[src/rtl/video_pkg.sv]
// video_pkg
//   Types and constants shared by the video pattern generator.
//   - pattern_t : pattern selector encoding (matches pattern_sel_i)
//   - state_t   : generator FSM states
//   - rgb_t     : one pixel, R/G/B components at the widest legal size
//                 (3 x 10 bits fits in 32-bit tdata); narrower builds use
//                 the low PX_WIDTH bits of each field
//   - bar_flags : the 8-entry colour-bar table as {R,G,B} on/off flags
package video_pkg;

   localparam int MAX_PX_WIDTH = 10;

   typedef enum logic [1:0] {
      PAT_BARS  = 2'd0,
      PAT_RAMP  = 2'd1,
      PAT_CHECK = 2'd2,
      PAT_SOLID = 2'd3
   } pattern_t;

   typedef enum logic {
      ST_IDLE = 1'b0,
      ST_RUN  = 1'b1
   } state_t;

   typedef struct packed {
      logic [MAX_PX_WIDTH-1:0] r;
      logic [MAX_PX_WIDTH-1:0] g;
      logic [MAX_PX_WIDTH-1:0] b;
   } rgb_t;

   // Bar order from the left edge: white, yellow, cyan, green,
   // magenta, red, blue, black.
   function automatic logic [2:0] bar_flags(input logic [2:0] idx);
      logic [2:0] flags;
      case (idx)
         3'd0:    flags = 3'b111;
         3'd1:    flags = 3'b110;
         3'd2:    flags = 3'b011;
         3'd3:    flags = 3'b010;
         3'd4:    flags = 3'b101;
         3'd5:    flags = 3'b100;
         3'd6:    flags = 3'b001;
         default: flags = 3'b000;
      endcase
      return flags;
   endfunction

endpackage

[src/rtl/video_pattern_pixel.sv]
// video_pattern_pixel
//   Purely combinational pixel colour generator.
//   Ports:
//     pattern  in  2          pattern selector (pattern_t encoding)
//     x        in  X_W        pixel column
//     y        in  Y_W        pixel row
//     bar_idx  in  3          colour-bar index for column x
//     solid    in  3*PX_WIDTH solid colour {R,G,B}
//     rgb      out 3*PX_WIDTH pixel colour {R,G,B}
module video_pattern_pixel
   import video_pkg::*;
#(
   parameter int PX_WIDTH   = 10,
   parameter int CHECK_LOG2 = 5,
   parameter int X_W        = 11,
   parameter int Y_W        = 11
) (
   input  logic [1:0]            pattern,
   input  logic [X_W-1:0]        x,
   input  logic [Y_W-1:0]        y,
   input  logic [2:0]            bar_idx,
   input  logic [3*PX_WIDTH-1:0] solid,
   output logic [3*PX_WIDTH-1:0] rgb
);

   localparam logic [MAX_PX_WIDTH-1:0] C_MAX = MAX_PX_WIDTH'((1 << PX_WIDTH) - 1);

   // Zero-extended coordinates so the checker bit and the ramp slice are
   // always in range, whatever the frame size.
   logic [31:0] x_ext;
   logic [31:0] y_ext;
   logic [2:0]  flags;
   logic        check_black;
   rgb_t        pix;
   logic        unused_bits;

   assign x_ext = 32'(x);
   assign y_ext = 32'(y);

   always_comb begin
      pix         = '0;
      flags       = bar_flags(bar_idx);
      check_black = x_ext[CHECK_LOG2] ^ y_ext[CHECK_LOG2];
      case (pattern_t'(pattern))
         PAT_BARS: begin
            pix.r = flags[2] ? C_MAX : '0;
            pix.g = flags[1] ? C_MAX : '0;
            pix.b = flags[0] ? C_MAX : '0;
         end
         PAT_RAMP: begin
            // Truncation makes the ramp wrap every 2**PX_WIDTH pixels.
            pix.r = MAX_PX_WIDTH'(x_ext[PX_WIDTH-1:0]);
            pix.g = MAX_PX_WIDTH'(x_ext[PX_WIDTH-1:0]);
            pix.b = MAX_PX_WIDTH'(x_ext[PX_WIDTH-1:0]);
         end
         PAT_CHECK: begin
            pix.r = check_black ? '0 : C_MAX;
            pix.g = check_black ? '0 : C_MAX;
            pix.b = check_black ? '0 : C_MAX;
         end
         default: begin
            pix.r = MAX_PX_WIDTH'(solid[3*PX_WIDTH-1 -: PX_WIDTH]);
            pix.g = MAX_PX_WIDTH'(solid[2*PX_WIDTH-1 -: PX_WIDTH]);
            pix.b = MAX_PX_WIDTH'(solid[PX_WIDTH-1:0]);
         end
      endcase
   end

   assign rgb = {pix.r[PX_WIDTH-1:0], pix.g[PX_WIDTH-1:0], pix.b[PX_WIDTH-1:0]};

   // Only some coordinate bits matter for a given configuration.
   assign unused_bits = ^{x_ext, y_ext, pix};

endmodule

[src/rtl/video_pattern_gen.sv]
// video_pattern_gen
//   AXI4-Stream test-pattern video source (colour bars, grey ramp,
//   checkerboard, solid colour) feeding a 32-bit video sink.
//   Ports:
//     px_clk_i        in  1          pixel clock
//     rst_i           in  1          asynchronous active-high reset
//     en_i            in  1          generator enable, sampled at frame boundaries
//     pattern_sel_i   in  2          pattern select, latched at frame start
//     solid_color_i   in  3*PX_WIDTH solid colour {R,G,B}, latched at frame start
//     video_o_tdata   out 32         {zero pad, R, G, B}
//     video_o_tvalid  out 1          pixel valid
//     video_o_tready  in  1          downstream ready
//     video_o_tuser   out 1          start of frame (pixel 0,0)
//     video_o_tlast   out 1          end of line
//     frame_cnt_o     out 16         completed frames, wrapping
//     busy_o          out 1          frame in progress
module video_pattern_gen
   import video_pkg::*;
#(
   parameter int PX_WIDTH    = 10,
   parameter int FRAME_RES_X = 1920,
   parameter int FRAME_RES_Y = 1080,
   parameter int CHECK_LOG2  = 5
) (
   input  logic                  px_clk_i,
   input  logic                  rst_i,
   input  logic                  en_i,
   input  logic [1:0]            pattern_sel_i,
   input  logic [3*PX_WIDTH-1:0] solid_color_i,
   output logic [31:0]           video_o_tdata,
   output logic                  video_o_tvalid,
   input  logic                  video_o_tready,
   output logic                  video_o_tuser,
   output logic                  video_o_tlast,
   output logic [15:0]           frame_cnt_o,
   output logic                  busy_o
);

   localparam int X_W  = $clog2(FRAME_RES_X);
   localparam int Y_W  = (FRAME_RES_Y > 1) ? $clog2(FRAME_RES_Y) : 1;
   localparam int BW   = FRAME_RES_X / 8;
   localparam int BC_W = (BW > 1) ? $clog2(BW) : 1;

   localparam logic [X_W-1:0]  X_LAST  = X_W'(FRAME_RES_X - 1);
   localparam logic [Y_W-1:0]  Y_LAST  = Y_W'(FRAME_RES_Y - 1);
   localparam logic [BC_W-1:0] BC_LAST = BC_W'(BW - 1);
   localparam logic [X_W-1:0]  X_ONE   = X_W'(1);
   localparam logic [Y_W-1:0]  Y_ONE   = Y_W'(1);
   localparam logic [BC_W-1:0] BC_ONE  = BC_W'(1);

   generate
      if ((FRAME_RES_X % 8) != 0 || FRAME_RES_X < 8 || FRAME_RES_Y < 1 || 3*PX_WIDTH > 32) begin : g_bad_params
         $error("video_pattern_gen: illegal parameter combination");
      end
   endgenerate

   state_t                state_reg, state_next;
   logic [X_W-1:0]        x_reg, x_next;
   logic [Y_W-1:0]        y_reg, y_next;
   logic [BC_W-1:0]       bar_cnt_reg, bar_cnt_next;
   logic [2:0]            bar_idx_reg, bar_idx_next;
   logic [1:0]            pattern_reg, pattern_next;
   logic [3*PX_WIDTH-1:0] solid_reg, solid_next;
   logic [31:0]           tdata_reg, tdata_next;
   logic                  tuser_reg, tuser_next;
   logic                  tlast_reg, tlast_next;
   logic                  tvalid_reg, tvalid_next;
   logic                  busy_reg, busy_next;
   logic [15:0]           frame_cnt_reg, frame_cnt_next;

   logic                  handshake;
   logic                  end_of_frame;
   logic                  start;   // load pixel (0,0) of a new frame
   logic                  load;    // output register takes a new pixel
   logic                  stop;    // frame finished with en_i low

   logic [1:0]            pix_pattern;
   logic [3*PX_WIDTH-1:0] pix_solid;
   logic [3*PX_WIDTH-1:0] pix_rgb;

   assign handshake    = tvalid_reg & video_o_tready;
   assign end_of_frame = (x_reg == X_LAST) && (y_reg == Y_LAST);

   // FSM, coordinate and bar counters.
   always_comb begin
      state_next     = state_reg;
      x_next         = x_reg;
      y_next         = y_reg;
      bar_cnt_next   = bar_cnt_reg;
      bar_idx_next   = bar_idx_reg;
      pattern_next   = pattern_reg;
      solid_next     = solid_reg;
      frame_cnt_next = frame_cnt_reg;
      start          = 1'b0;
      load           = 1'b0;
      stop           = 1'b0;

      case (state_reg)
         ST_IDLE: begin
            if (en_i) begin
               start      = 1'b1;
               state_next = ST_RUN;
            end
         end
         ST_RUN: begin
            if (handshake) begin
               if (end_of_frame) begin
                  frame_cnt_next = frame_cnt_reg + 16'd1;
                  if (en_i) begin
                     start = 1'b1;
                  end else begin
                     stop       = 1'b1;
                     state_next = ST_IDLE;
                  end
               end else begin
                  load = 1'b1;
                  if (x_reg == X_LAST) begin
                     x_next       = '0;
                     y_next       = y_reg + Y_ONE;
                     bar_cnt_next = '0;
                     bar_idx_next = '0;
                  end else begin
                     x_next = x_reg + X_ONE;
                     // Bar index advances every BW pixels without a divider.
                     if (bar_cnt_reg == BC_LAST) begin
                        bar_cnt_next = '0;
                        bar_idx_next = bar_idx_reg + 3'd1;
                     end else begin
                        bar_cnt_next = bar_cnt_reg + BC_ONE;
                     end
                  end
               end
            end
         end
         default: state_next = ST_IDLE;
      endcase

      if (start) begin
         load         = 1'b1;
         x_next       = '0;
         y_next       = '0;
         bar_cnt_next = '0;
         bar_idx_next = '0;
         pattern_next = pattern_sel_i;
         solid_next   = solid_color_i;
      end
   end

   // The first pixel of a frame must use the freshly sampled selections.
   assign pix_pattern = start ? pattern_sel_i : pattern_reg;
   assign pix_solid   = start ? solid_color_i : solid_reg;

   video_pattern_pixel #(
      .PX_WIDTH   (PX_WIDTH),
      .CHECK_LOG2 (CHECK_LOG2),
      .X_W        (X_W),
      .Y_W        (Y_W)
   ) u_pixel (
      .pattern (pix_pattern),
      .x       (x_next),
      .y       (y_next),
      .bar_idx (bar_idx_next),
      .solid   (pix_solid),
      .rgb     (pix_rgb)
   );

   // AXI output register: only changes on load or at frame end, so the
   // payload is held while the sink stalls.
   always_comb begin
      tdata_next  = tdata_reg;
      tuser_next  = tuser_reg;
      tlast_next  = tlast_reg;
      tvalid_next = tvalid_reg;
      busy_next   = busy_reg;
      if (load) begin
         tdata_next  = 32'(pix_rgb);
         tuser_next  = start;
         tlast_next  = (x_next == X_LAST);
         tvalid_next = 1'b1;
         busy_next   = 1'b1;
      end else if (stop) begin
         tuser_next  = 1'b0;
         tlast_next  = 1'b0;
         tvalid_next = 1'b0;
         busy_next   = 1'b0;
      end
   end

   always_ff @(posedge px_clk_i or posedge rst_i) begin
      if (rst_i) begin
         state_reg     <= ST_IDLE;
         x_reg         <= '0;
         y_reg         <= '0;
         bar_cnt_reg   <= '0;
         bar_idx_reg   <= '0;
         pattern_reg   <= '0;
         solid_reg     <= '0;
         tdata_reg     <= '0;
         tuser_reg     <= 1'b0;
         tlast_reg     <= 1'b0;
         tvalid_reg    <= 1'b0;
         busy_reg      <= 1'b0;
         frame_cnt_reg <= '0;
      end else begin
         state_reg     <= state_next;
         x_reg         <= x_next;
         y_reg         <= y_next;
         bar_cnt_reg   <= bar_cnt_next;
         bar_idx_reg   <= bar_idx_next;
         pattern_reg   <= pattern_next;
         solid_reg     <= solid_next;
         tdata_reg     <= tdata_next;
         tuser_reg     <= tuser_next;
         tlast_reg     <= tlast_next;
         tvalid_reg    <= tvalid_next;
         busy_reg      <= busy_next;
         frame_cnt_reg <= frame_cnt_next;
      end
   end

   assign video_o_tdata  = tdata_reg;
   assign video_o_tvalid = tvalid_reg;
   assign video_o_tuser  = tuser_reg;
   assign video_o_tlast  = tlast_reg;
   assign frame_cnt_o    = frame_cnt_reg;
   assign busy_o         = busy_reg;

endmodule

[config.mk]
export PLATFORM = sky130hd
export DESIGN_NAME = video_pattern_gen
export DESIGN_NICKNAME = d
export VERILOG_FILES = /design/src/rtl/video_pkg.sv /design/src/rtl/video_pattern_pixel.sv /design/src/rtl/video_pattern_gen.sv
export SDC_FILE = /design/constraint.sdc
export NUM_CORES = 1
export LEC_CHECK = 0
export ABC_AREA = 1
export CELL_PAD_IN_SITES_DETAIL_PLACEMENT = 1
export CELL_PAD_IN_SITES_GLOBAL_PLACEMENT = 1
export CORE_UTILIZATION = 43
export DETAILED_ROUTE_END_ITERATION = 7
export PLACE_DENSITY = 0.89
export SLEW_MARGIN = 0
export SYNTH_ARGS = -nofsm -noshare
export SYNTH_HDL_FRONTEND = slang
export SYNTH_HIERARCHICAL = 1
export SYNTH_SLANG_ARGS = --single-unit
export TNS_END_PERCENT = 50
[constraint.sdc]
create_clock -name px_clk_i -period 5.4 [get_ports px_clk_i]
set_input_delay 0.54 -clock px_clk_i [delete_from_list [all_inputs] [get_ports px_clk_i]]
set_output_delay 0.54 -clock px_clk_i [all_outputs]
set_load 0.02 [all_outputs]
==> flow_metrics.py <==
metrics = {
    "layout": {
        "stdcell_count": 1001,
        "area_growth_pct": 25.5,
        "utilization_pct": 55.3,
        "diodes": 0,
        "final_common_cell": "nand2_1",
        "layout_common_cells": "nand2_1 (320), dfrtp_1 (115), clkdlybuf4s50_1 (85)",
        "layout-drive-gt1-share_pct": 7.64,
        "layout.nets": 854,
        "filler_cell_count": 1578,
        "fin_area_um2": 7290,
    },
    "logic_synthesis": {
        "synth_cells": 731,
        "synth.distinct_cells": 40,
        "syn_area_um2": 5810,
        "yosysSeqAreaShare_pct": 49.5,
        "yosys-top-cells-area": "dfrtp_1 (50%), nand2_1 (21%), nand4_1 (4.1%), inv_1 (3.4%), nor2_1 (2.8%)",
        "synth_warnings": 6,
        "synth.top_cell.area_share_pct": 49.5,
        "synth_edf_count": 0,
        "syn_area_per_cell_um2": 7.95,
        "synth_ff_type": "dfrtp_1",
        "yosysTopAreaCell": "dfrtp_1",
        "async_flop_share_pct": 100,
        "ys_seq_elements": 115,
    },
    "floorplan": {
        "die_y_um": 118,
        "rows": 42,
        "start_util_pct": 44.0,
        "io_pins": 88,
        "dieArea_um2": 14000,
        "core_um2": 13200,
        "die_w_um": 118,
    },
    "timing": {
        "max_slew_margin_pct": 32.0,
        "setup_viol": 0,
        "max_freq_mhz": 241,
        "drv_slew": 0,
        "fin_worst_skew_ns": 0.00958,
        "hold_ws_ns": 0.469,
        "fin_crit_ns": 4.15,
        "grt_setup_unrepaired": "false",
        "worst_pin_slew_ns": 1.02,
        "worst_slack_ns": 1.25,
        "post-route-period-util_pct": 76.9,
        "hold_viol": 0,
        "fin_tns_setup_ns": 0,
    },
    "clock_tree": {
        "cts-htree-levels": 4,
        "root_buffer": "clkbuf_16",
        "clock_latency_ns": 0.42,
        "cts_post_setup_buffers_inserted": 0,
        "cts_buffers": 17,
        "postCtsResizedCells": 0,
        "cts_tree": "done",
        "clk_path_buf_depth": 2,
        "cts_hold_buf": 0,
        "cts.clk_slew.worst_paths_ns": 0.06,
        "cts.sinks": 115,
    },
    "critical_path": {
        "worst_r2r_endpoint": "video_o_tdata[28]",
        "crit_type": "register to register",
        "crit_chain": "ha_1 -> inv_1 -> nor2_2 -> nand2_1 -> nor2_1 -> nand2_4 -> nand2_2 -> nand2_4 -> inv_2 -> nand2_1 -> nand2_1 -> inv_2 -> nor2_2 -> nand3_2 -> nand4_1 -> nand2_1 -> nand2_1",
        "r2r_setup_slack_ns": 1.25,
        "crit_slowest_cell": "inv_2",
        "cp_top_family": "simple AND/OR/NAND/NOR gates",
        "cp_max_fo": 51,
        "crit_required_ns": 5.76,
        "critPathBufInv": 3,
        "r2r_start": "y_reg[0]",
        "arrival_ns": 4.51,
        "cp-end-kind": "register",
        "startpoint_type": "register",
        "cp_common_cell": "nand2_1",
        "cpPeakStageDelay_ns": 0.66,
        "r2r_cells": 17,
    },
    "global_route": {
        "grt_pass1_wl_um": 30200,
        "grtUsageTotal_pct": 28.2,
        "grt_max_degree": 82,
        "gr-total-overflow": 0,
        "antenna_found_initial": 0,
        "grt_pass1_vias": 5767,
    },
    "route": {
        "vias_per_cell": 5.40,
        "drt_iter0_markers": 423,
        "route.detailed.drc": 0,
        "final_antenna_net_count": 0,
        "first_pass_iters": 7,
        "wl_per_cell_um": 18.2,
        "routed_wl_um": 18200,
        "num_vias": 5407,
    },
    "power": {
        "static-leakage-power_nw": 3.63,
        "ir_drop_v": 0.000245,
        "p_total_mw": 3.35,
        "power.density_nw_per_um2": 459,
    },
    "min_path": {
        "min_path_type": "register to register",
        "min_to": "frame_cnt_o[15]",
        "hold_depth": 1,
        "min_from": "frame_cnt_o[15]",
    },
    "placement": {
        "finalWeightedCongestion": 0.850,
        "dpl_worst_slack_ns": 1.17,
        "dp_hpwl_um": 12400,
        "portBuffers": 85,
        "placedCellCount": 970,
        "dpl_cell_area_um2": 6690,
    },
    "run": {
        "cap_violations": 0,
    },
    "run_status": {
        "outcome": "complete, no violations",
    },
}
-- kinds of logic (layout without fill, tap and decap cells) --
group,after synthesis,after routing,share of synthesized area (%)
simple gates,469,469,35.3
flops,115,115,49.5
buf+inv,81,174,7.22
compound gates,41,41,3.98
xor+xnor,19,19,2.86
fa+ha+maj,5,5,1.08
other cells,1,2,0.0646
-- worst max path at each step --
stage | from | to | slack, ns | cells past startpoint
after floorplan | rst_i | bar_cnt_reg[0] | 1.82 | 1
after global placement | video_o_tready | video_o_tdata[28] | 1.34 | 15
after detailed placement | video_o_tready | video_o_tdata[28] | 1.17 | 15
after CTS | y_reg[0] | video_o_tdata[28] | 1.28 | 17
after global routing | y_reg[0] | video_o_tdata[28] | 0.91 | 17
final | y_reg[0] | video_o_tdata[28] | 1.25 | 17
-- Yosys cell counts (2+ instances only) --
master / number
buf_4: 13
o22ai_1: 2
nand3_1: 31
a21oi_1: 14
inv_1: 52
nand2_4: 4
dfrtp_1: 115
xnor2_1: 6
xor2_1: 13
nand2_2: 6
nor2_2: 5
ha_1: 5
nor2_4: 3
nand2_1: 320
buf_2: 3
nor2_1: 43
o21ai_0: 16
inv_2: 4
buf_6: 8
or2_2: 2
nand3_2: 2
o21a_1: 2
nand4_1: 38
nor3_1: 7
o21bai_1: 2
-- area by class of cell --
class / count / area, µm² / area share, %
clock buffers: 18 / 439 / 6.02
clock inverters: 13 / 161 / 2.21
inverters: 57 / 219 / 3.00
multi-input cells: 536 / 2520 / 34.5
flip-flops and latches: 115 / 2880 / 39.5
well taps: 176 / 220 / 3.02
repair buffers: 86 / 858 / 11.8
-- worst register-to-register path, stage by stage (launching register included) --
cell	delay (ns)
dfrtp_1	0.40
ha_1	0.20
inv_1	0.06
nor2_2	0.14
nand2_1	0.08
nor2_1	0.32
nand2_4	0.17
nand2_2	0.11
nand2_4	0.31
inv_2	0.68
nand2_1	0.16
nand2_1	0.25
inv_2	0.06
nor2_2	0.09
nand3_2	0.51
nand4_1	0.35
nand2_1	0.11
nand2_1	0.10
-- layer usage --
metal,track usage [%],routed length [µm],part of all wire [%]
met1,34.6,7690,42
met2,48.1,9310,51
met5,0,0,0
met3,6.03,828,4.5
met4,11.3,418,2.3
-- power by group --
group / switching, mW / internal, mW
sequential: 0.153 / 1.05
clock: 0.415 / 0.733
combinational: 0.616 / 0.384
(Power assumes the default switching activity.)
